[src/rtl/wb_arbiter.sv]
// Register-file write-port arbiter: ALU results go straight through, LSU loads queue in a FIFO; one registered write per cycle.
// ALU latency 1 cycle, LSU >= 2 cycles; both readies drop when the FIFO is full. Optional WB_FWD_EN adds combinational forwarding.
module wb_arbiter #(
  parameter  int FIFO_DEPTH = 4,
  parameter  int XLEN       = 32,
  localparam int CW         = $clog2(FIFO_DEPTH + 1),
  localparam int PW         = $clog2(FIFO_DEPTH)
) (
  input  logic            clk,
  input  logic            reset,
  input  logic            alu_valid,
  output logic            alu_ready,
  input  logic [4:0]      alu_rd,
  input  logic [XLEN-1:0] alu_data,
  input  logic            lsu_valid,
  output logic            lsu_ready,
  input  logic [4:0]      lsu_rd,
  input  logic [XLEN-1:0] lsu_data,
  output logic [4:0]      rd,
  output logic            rd_en,
  output logic [XLEN-1:0] rd_data,
  output logic [CW-1:0]   fifo_count,
`ifdef WB_FWD_EN
  input  logic [4:0]      fwd_rs1,
  input  logic [4:0]      fwd_rs2,
  output logic            fwd_rs1_hit,
  output logic            fwd_rs2_hit,
  output logic [XLEN-1:0] fwd_rs1_data,
  output logic [XLEN-1:0] fwd_rs2_data,
`endif
  output logic            busy
);

  logic [4:0]      mem_rd   [FIFO_DEPTH];
  logic [XLEN-1:0] mem_data [FIFO_DEPTH];
  logic [PW-1:0]   wptr, rptr;
  logic            full, empty, lsu_push, alu_fire, pop;

  assign full      = (fifo_count == CW'(FIFO_DEPTH));
  assign empty     = (fifo_count == '0);
  assign alu_ready = reset && !full;
  assign lsu_ready = reset && !full;
  // x0 loads are handshaken but never stored
  assign lsu_push  = lsu_valid && lsu_ready && (lsu_rd != 5'd0);
  assign alu_fire  = alu_valid && alu_ready;
  assign pop       = full || (!alu_valid && !empty);
  assign busy      = (fifo_count != '0) || rd_en;

  always_ff @(posedge clk) begin
    if (lsu_push) begin
      mem_rd[wptr]   <= lsu_rd;
      mem_data[wptr] <= lsu_data;
    end
  end

  always_ff @(posedge clk or negedge reset) begin
    if (!reset) begin
      wptr       <= '0;
      rptr       <= '0;
      fifo_count <= '0;
      rd         <= '0;
      rd_en      <= 1'b0;
      rd_data    <= '0;
    end else begin
      if (lsu_push) wptr <= wptr + 1'b1;
      if (pop)      rptr <= rptr + 1'b1;
      case ({lsu_push, pop})
        2'b10:   fifo_count <= fifo_count + CW'(1);
        2'b01:   fifo_count <= fifo_count - CW'(1);
        default: fifo_count <= fifo_count;
      endcase
      if (pop) begin
        rd      <= mem_rd[rptr];
        rd_data <= mem_data[rptr];
        rd_en   <= 1'b1;
      end else if (alu_fire) begin
        // writes to x0 are consumed without touching the held address/data
        rd_en <= (alu_rd != 5'd0);
        if (alu_rd != 5'd0) begin
          rd      <= alu_rd;
          rd_data <= alu_data;
        end
      end else begin
        rd_en <= 1'b0;
      end
    end
  end

`ifdef WB_FWD_EN
  logic [PW-1:0] fidx;
  always_comb begin
    fwd_rs1_hit  = 1'b0;
    fwd_rs1_data = '0;
    fwd_rs2_hit  = 1'b0;
    fwd_rs2_data = '0;
    fidx         = rptr;
    if (fwd_rs1 != 5'd0 && rd_en && rd == fwd_rs1) begin
      fwd_rs1_hit  = 1'b1;
      fwd_rs1_data = rd_data;
    end
    if (fwd_rs2 != 5'd0 && rd_en && rd == fwd_rs2) begin
      fwd_rs2_hit  = 1'b1;
      fwd_rs2_data = rd_data;
    end
    // walk oldest to youngest so the youngest matching entry wins
    for (int i = 0; i < FIFO_DEPTH; i++) begin
      fidx = rptr + PW'(i);
      if (CW'(i) < fifo_count) begin
        if (fwd_rs1 != 5'd0 && mem_rd[fidx] == fwd_rs1) begin
          fwd_rs1_hit  = 1'b1;
          fwd_rs1_data = mem_data[fidx];
        end
        if (fwd_rs2 != 5'd0 && mem_rd[fidx] == fwd_rs2) begin
          fwd_rs2_hit  = 1'b1;
          fwd_rs2_data = mem_data[fidx];
        end
      end
    end
  end
`endif

endmodule
[config.mk]
export PLATFORM = sky130hd
export DESIGN_NAME = wb_arbiter
export DESIGN_NICKNAME = d
export VERILOG_FILES = /design/src/rtl/wb_arbiter.sv
export SDC_FILE = /design/constraint.sdc
export NUM_CORES = 1
export LEC_CHECK = 0
export ABC_AREA = 1
export BUFFER_PORTS_ARGS = -buffer_cell sky130_fd_sc_hd__buf_2
export CAP_MARGIN = 10
export CORE_MARGIN = 5
export CORE_UTILIZATION = 40
export DETAILED_ROUTE_END_ITERATION = 12
export HOLD_SLACK_MARGIN = 0.08
export SLEW_MARGIN = 5
export SYNTH_ARGS = -nofsm -noshare
export SYNTH_HDL_FRONTEND = slang
export SYNTH_SLANG_ARGS = --single-unit
[constraint.sdc]
create_clock -name clk -period 6.8 [get_ports clk]
set_clock_uncertainty 0.05 [all_clocks]
set_input_delay 0.68 -clock clk [delete_from_list [all_inputs] [get_ports clk]]
set_output_delay 0.68 -clock clk [all_outputs]
set_load 0.05 [all_outputs]
==> results of run 1 <==
[power breakdown]
group          internal (W)  switching [W]  total, W
clock network      0.000613       0.000410   0.00102
registers           0.00150       0.000131   0.00163
logic              0.000443        0.00128   0.00173
[worst max-delay path, cell delays in order (launching register included)]
cell and delay (ps):
dfrtp_1 440, nor2_2 240, nand2_2 110, nand2_2 700, ha_1 280, inv_1 70
fa_1 370, a21oi_1 140, o21ai_0 110, xor2_1 150
[cell usage in the layout, fill, tap and decap left out, types with 2 or more instances in the layout]
cell and count:
nand2_1 339, edfxtp_1 148, buf_2 121, nand3_1 113
dfrtp_1 43, clkbuf_16 17, inv_1 15, nand2_2 13
buf_4 8, ha_1 5, nor2_1 4, nor2_4 4
clkbuf_1 4, bufinv_16 4, xor2_1 3, inv_2 2
o21ai_0 2, clkinv_4 2, clkinvlp_4 2, dfrtp_2 2
[cells by family after synthesis]
kind of cell | Yosys count | synth area share (%)
DFF | 193 | 69.5
and+or+nand+nor | 476 | 24.5
buffers and inverters | 58 | 3.98
xor gates and xnor gates | 4 | 0.437
adders and majority gates | 6 | 1.03
AOI/OAI and AO/OA | 6 | 0.500
[sequential cells by signal (all words and copies together), names as in the netlist]
register    flops
rd_data        32
mem_data      128
mem_rd         20
rd_en           1
fifo_count      3
rd              5
wptr            2
rptr            2
[per-stage QoR]
stage / total power, W / utilization, % / hold WS (ps)
after floorplan: 0.00300 / - / 334
after global placement: 0.00338 / 44.9 / 409
after detailed placement: 0.00341 / 44.9 / 410
after CTS: 0.00443 / 48.0 / 327
after global routing: 0.00467 / 48.0 / 362
final: 0.00438 / 48.0 / 304
[metal layers]
| metal | global-route usage (%) | part of all wire, % | vias to the layer above |
|---|---|---|---|
| li1 | - | - | 2681 |
| met1 | 20.8 | 45 | 2474 |
| met3 | 2.56 | 4.5 | 22 |
| met2 | 26.1 | 49 | 124 |
| met5 | 0 | 0 | - |
| met4 | 5.35 | 1.5 | 0 |
[Yosys cell counts, types with 2 or more instances]
cell	count
nand3_1	113
buf_6	5
dfrtp_1	45
ha_1	5
edfxtp_1	148
nand2_1	339
nand2_2	13
inv_1	17
xor2_1	3
o21ai_0	2
buf_2	21
buf_8	2
buf_4	4
nor2_1	8
buf_1	5
clkbuf_1	4
[final cells by class]
cell class	count	area, um^2	share of cell area [%]
sequential	193	5570	59.3
timing repair buffer	129	666	7.08
clock buffer	21	440	4.68
multi-input combinational	492	2170	23.1
inverter	17	63.8	0.678
tap	265	332	3.53
clock inverter	10	161	1.72
[worst paths after layout]
| kind | startpoint | end | slack [ps] | depth (start not counted) |
|---|---|---|---|---|
| max | fifo_count[0]$_DFFE_PN0P_ | fifo_count[2]$_DFFE_PN0P_ | 4020 | 9 |
| max in group asynchronous | reset | rptr[0]$_DFFE_PN0N_ | 5910 | 2 |
| min | reset | rd_en$_DFF_PN0_ | 300 | 2 |
| max reg2reg | fifo_count[0]$_DFFE_PN0P_ | fifo_count[2]$_DFFE_PN0P_ | 4020 | 9 |
| min reg2reg | rd_data[3]$_DFFE_PN0P_ | rd_data[3]$_DFFE_PN0P_ | 420 | 2 |
| min in group clk | lsu_data[8] | mem_data[3][8]$_DFFE_PP_ | 420 | 1 |
==> impl_metrics.toml, run 1 <==
[placed_design]
place.port_buffers = 121
placement.setup.worst_slack_ps = 3630
placedInstanceArea_um2 = 8800
post-dp-hpwl_mm = 10.6
globalplace.congestion = 0.741
dp.cells = 1096

[sta]
hold_violations = 0
fmaxAchievable_mhz = 360
totalNegativeSetupSlack_ps = 0
maxSlewViolCount = 0
count_of_final_setup_violators = 0
max-slew-margin-rel_pct = 24.4
finalCriticalPeriod_ps = 2780
setup_ws_ps = 4020
layout_worst_path_cycle_share_pct = 40.9
worst-slew-pin-transition_ps = 1130
rsz0062_at_grt = "no"

[die]
rows = 51
design.die.area_um2 = 23000
initial_utilization_pct = 40.9
die-width_um = 152
io_pins = 122
placeableCoreArea_um2 = 19600
floorplan.die.height_um = 152

[global_route]
grt_overflow_total = 0
number_of_global_route_vias_before_repair = 5120
grt_start_max_net_pins = 77
number_of_antenna_violations_at_the_first_check_in_global_routing = 0
track_usage_pct = 15.6
wire_length_of_the_first_global_routing_pass_mm = 27.2

[yosys]
synth_seq_cells = 193
post_synth_instance_area_um2 = 8010
syn_nets = 827
ys.flop_type = "edfxtp_1"
ys_types = 25
synth_cells = 743
yosysWarnings = 0
synth_edf_count = 148
seq_area_frac_synth_pct = 69.5
synth.largest_area_cell = "edfxtp_1"
synth.avg_cell_area_um2 = 10.8
synth.top_cell.area_share_pct = 55.5
async_reset_ff_share_pct = 23.3
synth_area_leaders = "edfxtp_1, nand2_1, dfrtp_1"

[finish]
postLayoutCellArea_um2 = 9410
fin_nets = 934
area.growth.synth_to_final_pct = 17.4
n_fill_cell = 1788
drive_gt1_share_pct = 20.9
antennaDiodeCount = 0
finalNonFillerCells = 1127

[routing]
antenna_violating_nets_post_route = 0
detail_route.vias_per_cell = 4.70
vias = 5301
drtIter0Drc = 263
route.detailed.wl_per_inst_um = 15.6
detail_route.drc_violations = 0
detail_route.first_pass.iterations = 5
drt-total-wl_mm = 17.6

[clock_tree]
postCtsSetupBuffers = 0
clock_latency_ps = 430
htree_num_levels = 4
clk_transition_reported_paths_ps = 70
post_cts_resize_count = 0
clock-sinks = 193
cts_tree = "done"
cts_buffers = 17
cts-root-buf = "clkbuf_16"
cts.path.max_buffers = 2
cts_hold_buffers = 0

[pwr]
power.static_leakage_nw = 4.05
vdd_drop_max_mv = 0.196
power_density_nw_per_um2 = 466

[setup_path]
worst_setup_path_end_kind = "flop"
worst_ep_arrival_time_ps = 3040
worstPathMaxFanout = 41
worstPathRequired_ps = 7060
critical_path_class = "reg -> reg"
setup.worst_path.start_class = "flop"

[run]
drv.max_cap_violation_count = 0

[status]
result_of_the_run = "complete, no violations"

[min_path]
worst_min_path_class = "in -> async"
(Power assumes the default switching activity.)
==> run 2: changes to the inputs <==
ABC_AREA = 0   (was 1)
clock period = 2.5 ns   (was 6.8 ns; I/O delays follow)
==> run 2 against run 1 <==
Net effect:
- global-route usage down 0.49 points
- count of clock-buffer cells in the layout down 1
- via count down 21%
- area after synthesis down 7.0%
- register-to-register slack worse by 3900 ps
- highest routed layer unchanged
- largest power group is now sequential cells
- synthesized cell count down 51%
- critical endpoint unchanged
- sequential share of layout area down 1.8 points
- critical path type is now in -> reg
- cell count down 27%
- largest cell class unchanged
==> impl_metrics.toml, run 2 <==
[yosys]
synth_edf_count = 148
synth.top_cell.area_share_pct = 59.6
synth_area_leaders = "edfxtp_1, dfrtp_1, mux4_2"
synth.avg_cell_area_um2 = 20.4
synth_seq_cells = 193
yosysWarnings = 0
ys_top_cells_by_count = "edfxtp_1, dfrtp_1, mux4_2, and2_1, a221o_1"
ys_types = 33
post_synth_instance_area_um2 = 7460
synth.largest_area_cell = "edfxtp_1"
async_reset_ff_share_pct = 23.3
ys.flop_type = "edfxtp_1"
syn_nets = 450
synth_cells = 366
seq_area_frac_synth_pct = 74.7
synthMostInstantiatedCell = "edfxtp_1"

[clock_tree]
clock-sinks = 193
cts_buffers = 17
cts_tree = "done"
cts-root-buf = "clkbuf_16"
cts.path.max_buffers = 2
clock_latency_ps = 420
htree_num_levels = 4
clk_transition_reported_paths_ps = 70

[global_route]
wire_length_of_the_first_global_routing_pass_mm = 25.0
number_of_antenna_violations_at_the_first_check_in_global_routing = 0
grt_start_max_net_pins = 46
number_of_global_route_vias_before_repair = 4532
track_usage_pct = 15.1
grt_overflow_total = 0

[sta]
worst-slew-pin-transition_ps = 1030
max-slew-margin-rel_pct = 31.3
layout_worst_path_cycle_share_pct = 96.3
finalCriticalPeriod_ps = 2410
count_of_final_setup_violators = 0
hold_violations = 0
totalNegativeSetupSlack_ps = 0
rsz0062_at_grt = "no"
setup_ws_ps = 91.3
fmaxAchievable_mhz = 415
fin_hold_ws_ps = 104
maxSlewViolCount = 0

[finish]
final_util_pct = 52.4
fin_nets = 655
top_register = "mem_data"
final_cell_mix = "edfxtp_1, buf_2, dlygate4sd3_1"
area.growth.synth_to_final_pct = 30.2
biggestRegsByFlops = "mem_data: 128 flops, rd_data: 32 flops, mem_rd: 20 flops"
final_common_cell = "edfxtp_1"
postLayoutCellArea_um2 = 9710
antennaDiodeCount = 0
largest_register_ff_count = 128
drive_gt1_share_pct = 38.7

[placed_design]
globalplace.congestion = 0.680
placedInstanceArea_um2 = 8390
place.port_buffers = 121
post-dp-hpwl_mm = 9.78
placement.setup.worst_slack_ps = 176

[routing]
detail_route.first_pass.iterations = 4
detail_route.vias_per_cell = 5.11
route.detailed.wl_per_inst_um = 18.9
detail_route.drc_violations = 0
drtIter0Drc = 215
antenna_violating_nets_post_route = 0
drt-total-wl_mm = 15.5
vias = 4184

[die]
placeableCoreArea_um2 = 18500
rows = 50
design.die.area_um2 = 21500
die-width_um = 147
floorplan.die.height_um = 147
io_pins = 122
initial_utilization_pct = 40.3

[status]
result_of_the_run = "complete, no violations"

[pwr]
power.static_leakage_nw = 3.67
cellInternalPower_w = 0.00741
pwr-share-clk_pct = 23.7
combinationalPowerShare_pct = 37.7
switching_fraction_of_total_power_pct = 35.5
power.sequential.fraction_pct = 38.6
power_density_nw_per_um2 = 1180
vdd_drop_max_mv = 0.613
power.net_switching_w = 0.00407

[run]
drv.max_cap_violation_count = 0

[setup_path]
worst_setup_path_end_kind = "flop"
worst_ep_arrival_time_ps = 2700
worstPathRequired_ps = 2790
worstPathMaxFanout = 5
critical_path_class = "in -> reg"
setup.worst_path.start_class = "input pin"

[min_path]
worst_min_path_class = "in -> reg"
[run 2: cells by family after synthesis]
logic type                 synth area share (%)
xor gates and xnor gates                  0.705
buffers and inverters                      2.20
and+or+nand+nor                            3.91
DFF                                        74.7
adders and majority gates                  1.11
AOI/OAI and AO/OA                          5.91
muxes                                      11.5
[run 2: metal layers]
metal	up-vias	track usage (%)	routed length, um
met3	12	3.69	655
met2	105	25.6	8130
met4	0	4.89	200
li1	1897	-	-
met5	-	0	0
met1	2170	19.2	6510
[run 2: cell type report]
class	instances	area, um^2
inverters	7	26.3
multi-input cells	144	1750
repair buffers	208	1470
fillers	1507	8810
well taps	234	293
flip-flops and latches	193	5580
clock buffers	20	437
clock inverters	12	158
[run 2: final timing paths]
check	from	endpoint	slack, ps	depth (start not counted)
max in group asynchronous	reset	rptr[0]$_DFFE_PN0N_	1480	3
worst max register to register	fifo_count[2]$_DFFE_PN0P_	mem_data[3][14]$_DFFE_PP_	150	5
min in group asynchronous	reset	fifo_count[1]$_DFFE_PN0P_	460	3
worst max-delay path	lsu_rd[3]	fifo_count[2]$_DFFE_PN0P_	90	11
worst min register to register	rd[2]$_DFFE_PN0P_	rd[2]$_DFFE_PN0P_	420	1
worst min-delay path	alu_rd[1]	rd[1]$_DFFE_PN0P_	100	3
[run 2: power groups by stage]
stage	Combinational (W)	Clock, W	Sequential [W]
2_1_floorplan	0.00203	0	0.00562
3_3_place_gp	0.00428	0	0.00445
3_5_place_dp	0.00432	0	0.00449
4_1_cts	0.00442	0.00280	0.00443
5_1_grt	0.00464	0.00295	0.00450
6_report	0.00433	0.00272	0.00443
[run 2: what timing repair did]
action	4_1_cts	5_1_grt
hold buffers	71	0
buffers inserted	0	1
hold endpoints to repair	226	0
resized for setup	0	3
setup endpoints to repair	0	1
[run 2: critical path, stage by stage]
cell and delay (ps):
dlygate4sd3_1 530, buf_2 150, or3_4 330, o311a_1 350
inv_1 70, ha_2 180, inv_1 50, fa_1 370
xor2_1 150, nor2_1 120, xor2_1 140
[run 2: stage by stage]
step / total power (W) / cells
6_report: 0.0115 / 818
4_1_cts: 0.0116 / 819
3_3_place_gp: 0.00873 / 716
3_5_place_dp: 0.00881 / 716
2_1_floorplan: 0.00765 / 366
5_1_grt: 0.0121 / 818
==> run 3: changes to the inputs <==
CELL_PAD_IN_SITES_DETAIL_PLACEMENT = 1   (was not set)
CELL_PAD_IN_SITES_GLOBAL_PLACEMENT = 1   (was not set)
PLACE_DENSITY_LB_ADDON = 0.1   (was not set)
clock period = 2.3 ns   (was 2.5 ns; I/O delays follow)
==> run 3 against run 2 <==
Net effect:
- combinational power up 12%
- die area unchanged
- sequential cell count unchanged
- routed wire length up 10%
- core utilization up 0.51 points
- count of clock-buffer cells in the layout down 2
- global-route usage up 1.4 points
- highest routed layer unchanged
- via count up 0.69%
- sequential power up 9.0%
==> impl_metrics.toml, run 3 (synthesized netlist as in run 2, its figures left out) <==
[status]
result_of_the_run = "complete, no violations"

[finish]
antennaDiodeCount = 0
fin_nets = 660
final_cell_mix = "edfxtp_1, buf_2, dlygate4sd3_1"
biggestRegsByFlops = "mem_data: 128 flops, rd_data: 32 flops, mem_rd: 20 flops"
largest_register_ff_count = 128
area.growth.synth_to_final_pct = 31.4
drive_gt1_share_pct = 40.2
final_common_cell = "edfxtp_1"
final_util_pct = 52.9
top_register = "mem_data"

[min_path]
hold_end = "rd[0]$_DFFE_PN0P_"
worst_hold_path.num_cells = 3
worst_min_path_class = "in -> reg"
hp-start = "alu_rd[0]"

[clock_tree]
cts_buffers = 17
cts-root-buf = "clkbuf_16"
clock_latency_ps = 420
postCtsSetupBuffers = 0
clk_transition_reported_paths_ps = 70
htree_num_levels = 4
cts_tree = "done"
cts.path.max_buffers = 2
clock-sinks = 193

[pwr]
power_density_nw_per_um2 = 1290
vdd_drop_max_mv = 0.749
power.static_leakage_nw = 3.71
totalPowerFinal_w = 0.0126

[routing]
vias = 4213
detail_route.vias_per_cell = 5.12
drtIter0Drc = 165
antenna_violating_nets_post_route = 0
drt-total-wl_mm = 17.1
route.detailed.wl_per_inst_um = 20.8
detail_route.first_pass.iterations = 4
detail_route.drc_violations = 0

[global_route]
track_usage_pct = 16.5
grt.met1_usage_pct = 21.1
number_of_global_route_vias_before_repair = 4735
number_of_antenna_violations_at_the_first_check_in_global_routing = 0
grt_util_met2_pct = 28.6
wire_length_of_the_first_global_routing_pass_mm = 27.1
grt_util_met3_pct = 3.79
grt_start_max_net_pins = 46
most_congested_layer_reported_by_global_routing = "met2"
grt_overflow_total = 0

[placed_design]
globalplace.congestion = 0.681
place.port_buffers = 121
post-dp-hpwl_mm = 10.6

[setup_path]
setup.worst_path.start_class = "input pin"
worst_setup_path_end_kind = "flop"
worstPathMaxFanout = 5
critical_path_class = "in -> reg"
crit-reg2reg-capture = "fifo_count[2]$_DFFE_PN0P_"
rr_startpoint = "fifo_count[1]$_DFFE_PN0P_"
worst_ep_arrival_time_ps = 2540
r2r_setup_slk_ps = 140
rr_worst_depth = 10
worstPathRequired_ps = 2600

[die]
floorplan.die.height_um = 147
die-width_um = 147
io_pins = 122
rows = 50
initial_utilization_pct = 40.3
placeableCoreArea_um2 = 18500
design.die.area_um2 = 21500

[sta]
maxSlewViolCount = 0
finalCriticalPeriod_ps = 2240
max-slew-margin-rel_pct = 54.3
rsz0062_at_grt = "no"
count_of_final_setup_violators = 0
fmaxAchievable_mhz = 446
worst-slew-pin-transition_ps = 685
layout_worst_path_cycle_share_pct = 97.5
hold_violations = 0

[run]
drv.max_cap_violation_count = 0
==> run 3: timing repair <==
action	in CTS	in global routing
hold endpoints to repair	228	0
gates resized for setup	0	1
setup endpoints to repair	0	1
hold buffers	73	0
==> run 3: worst max path at each step <==
stage                                          from                         to  slack, ps  depth (start not counted)
after global placement                    lsu_rd[1]  fifo_count[2]$_DFFE_PN0P_        100                         10
after global routing                      lsu_rd[3]  fifo_count[2]$_DFFE_PN0P_         20                         11
after CTS                                 lsu_rd[0]  fifo_count[2]$_DFFE_PN0P_         20                         11
after floorplan           fifo_count[1]$_DFFE_PN0P_  fifo_count[2]$_DFFE_PN0P_        -70                         10
after detailed placement                  lsu_rd[1]  fifo_count[2]$_DFFE_PN0P_         90                         10
final                                     lsu_rd[3]  fifo_count[2]$_DFFE_PN0P_         60                         11
==> run 3: metrics by stage <==
stage,instance area [um^2],TNS (ps),setup slack [ps],hold WS [ps],instances
after floorplan,7490,-65.5,-65.5,-116,366
after global placement,8480,0,98.2,388,719
after detailed placement,8480,0,93.3,395,719
after CTS,9800,0,16.4,81.6,824
after global routing,9800,0,20.1,95.0,823
final,9800,0,57.9,108,823
==> run 3: worst max-delay path: stages <==
cell and delay, ps:
dlygate4sd3_1 540, buf_2 150, or3_4 330, o311a_4 320, inv_2 70, ha_4 140, inv_2 30, fa_2 320
xor2_1 150, nor2_1 110, xor2_1 140
==> run 3: layout make-up <==
type                            count  area, um^2
Clock buffer                       18         439
Tap cell                          234         293
Sequential cell                   193        5580
Fill cell                        1707        8720
Multi-Input combinational cell    144        1770
Clock inverter                     14         150
Timing Repair Buffer              213        1540
Inverter                            7        26.3
==> run 3: where the power goes <==
part           leakage (nW)  internal (W)  switching [W]  total [W]
Sequential             1.87       0.00448       0.000348    0.00483
Combinational          1.55       0.00193        0.00294    0.00487
Clock                 0.290       0.00157        0.00135    0.00292
Total                  3.71       0.00797        0.00464     0.0126
==> run 3: routing by layer <==
metal | vias to the layer above | wire length, um
met3 | 11 | 625
met4 | 0 | 165
met5 | - | 0
met2 | 94 | 9040
li1 | 1901 | -
met1 | 2207 | 7250
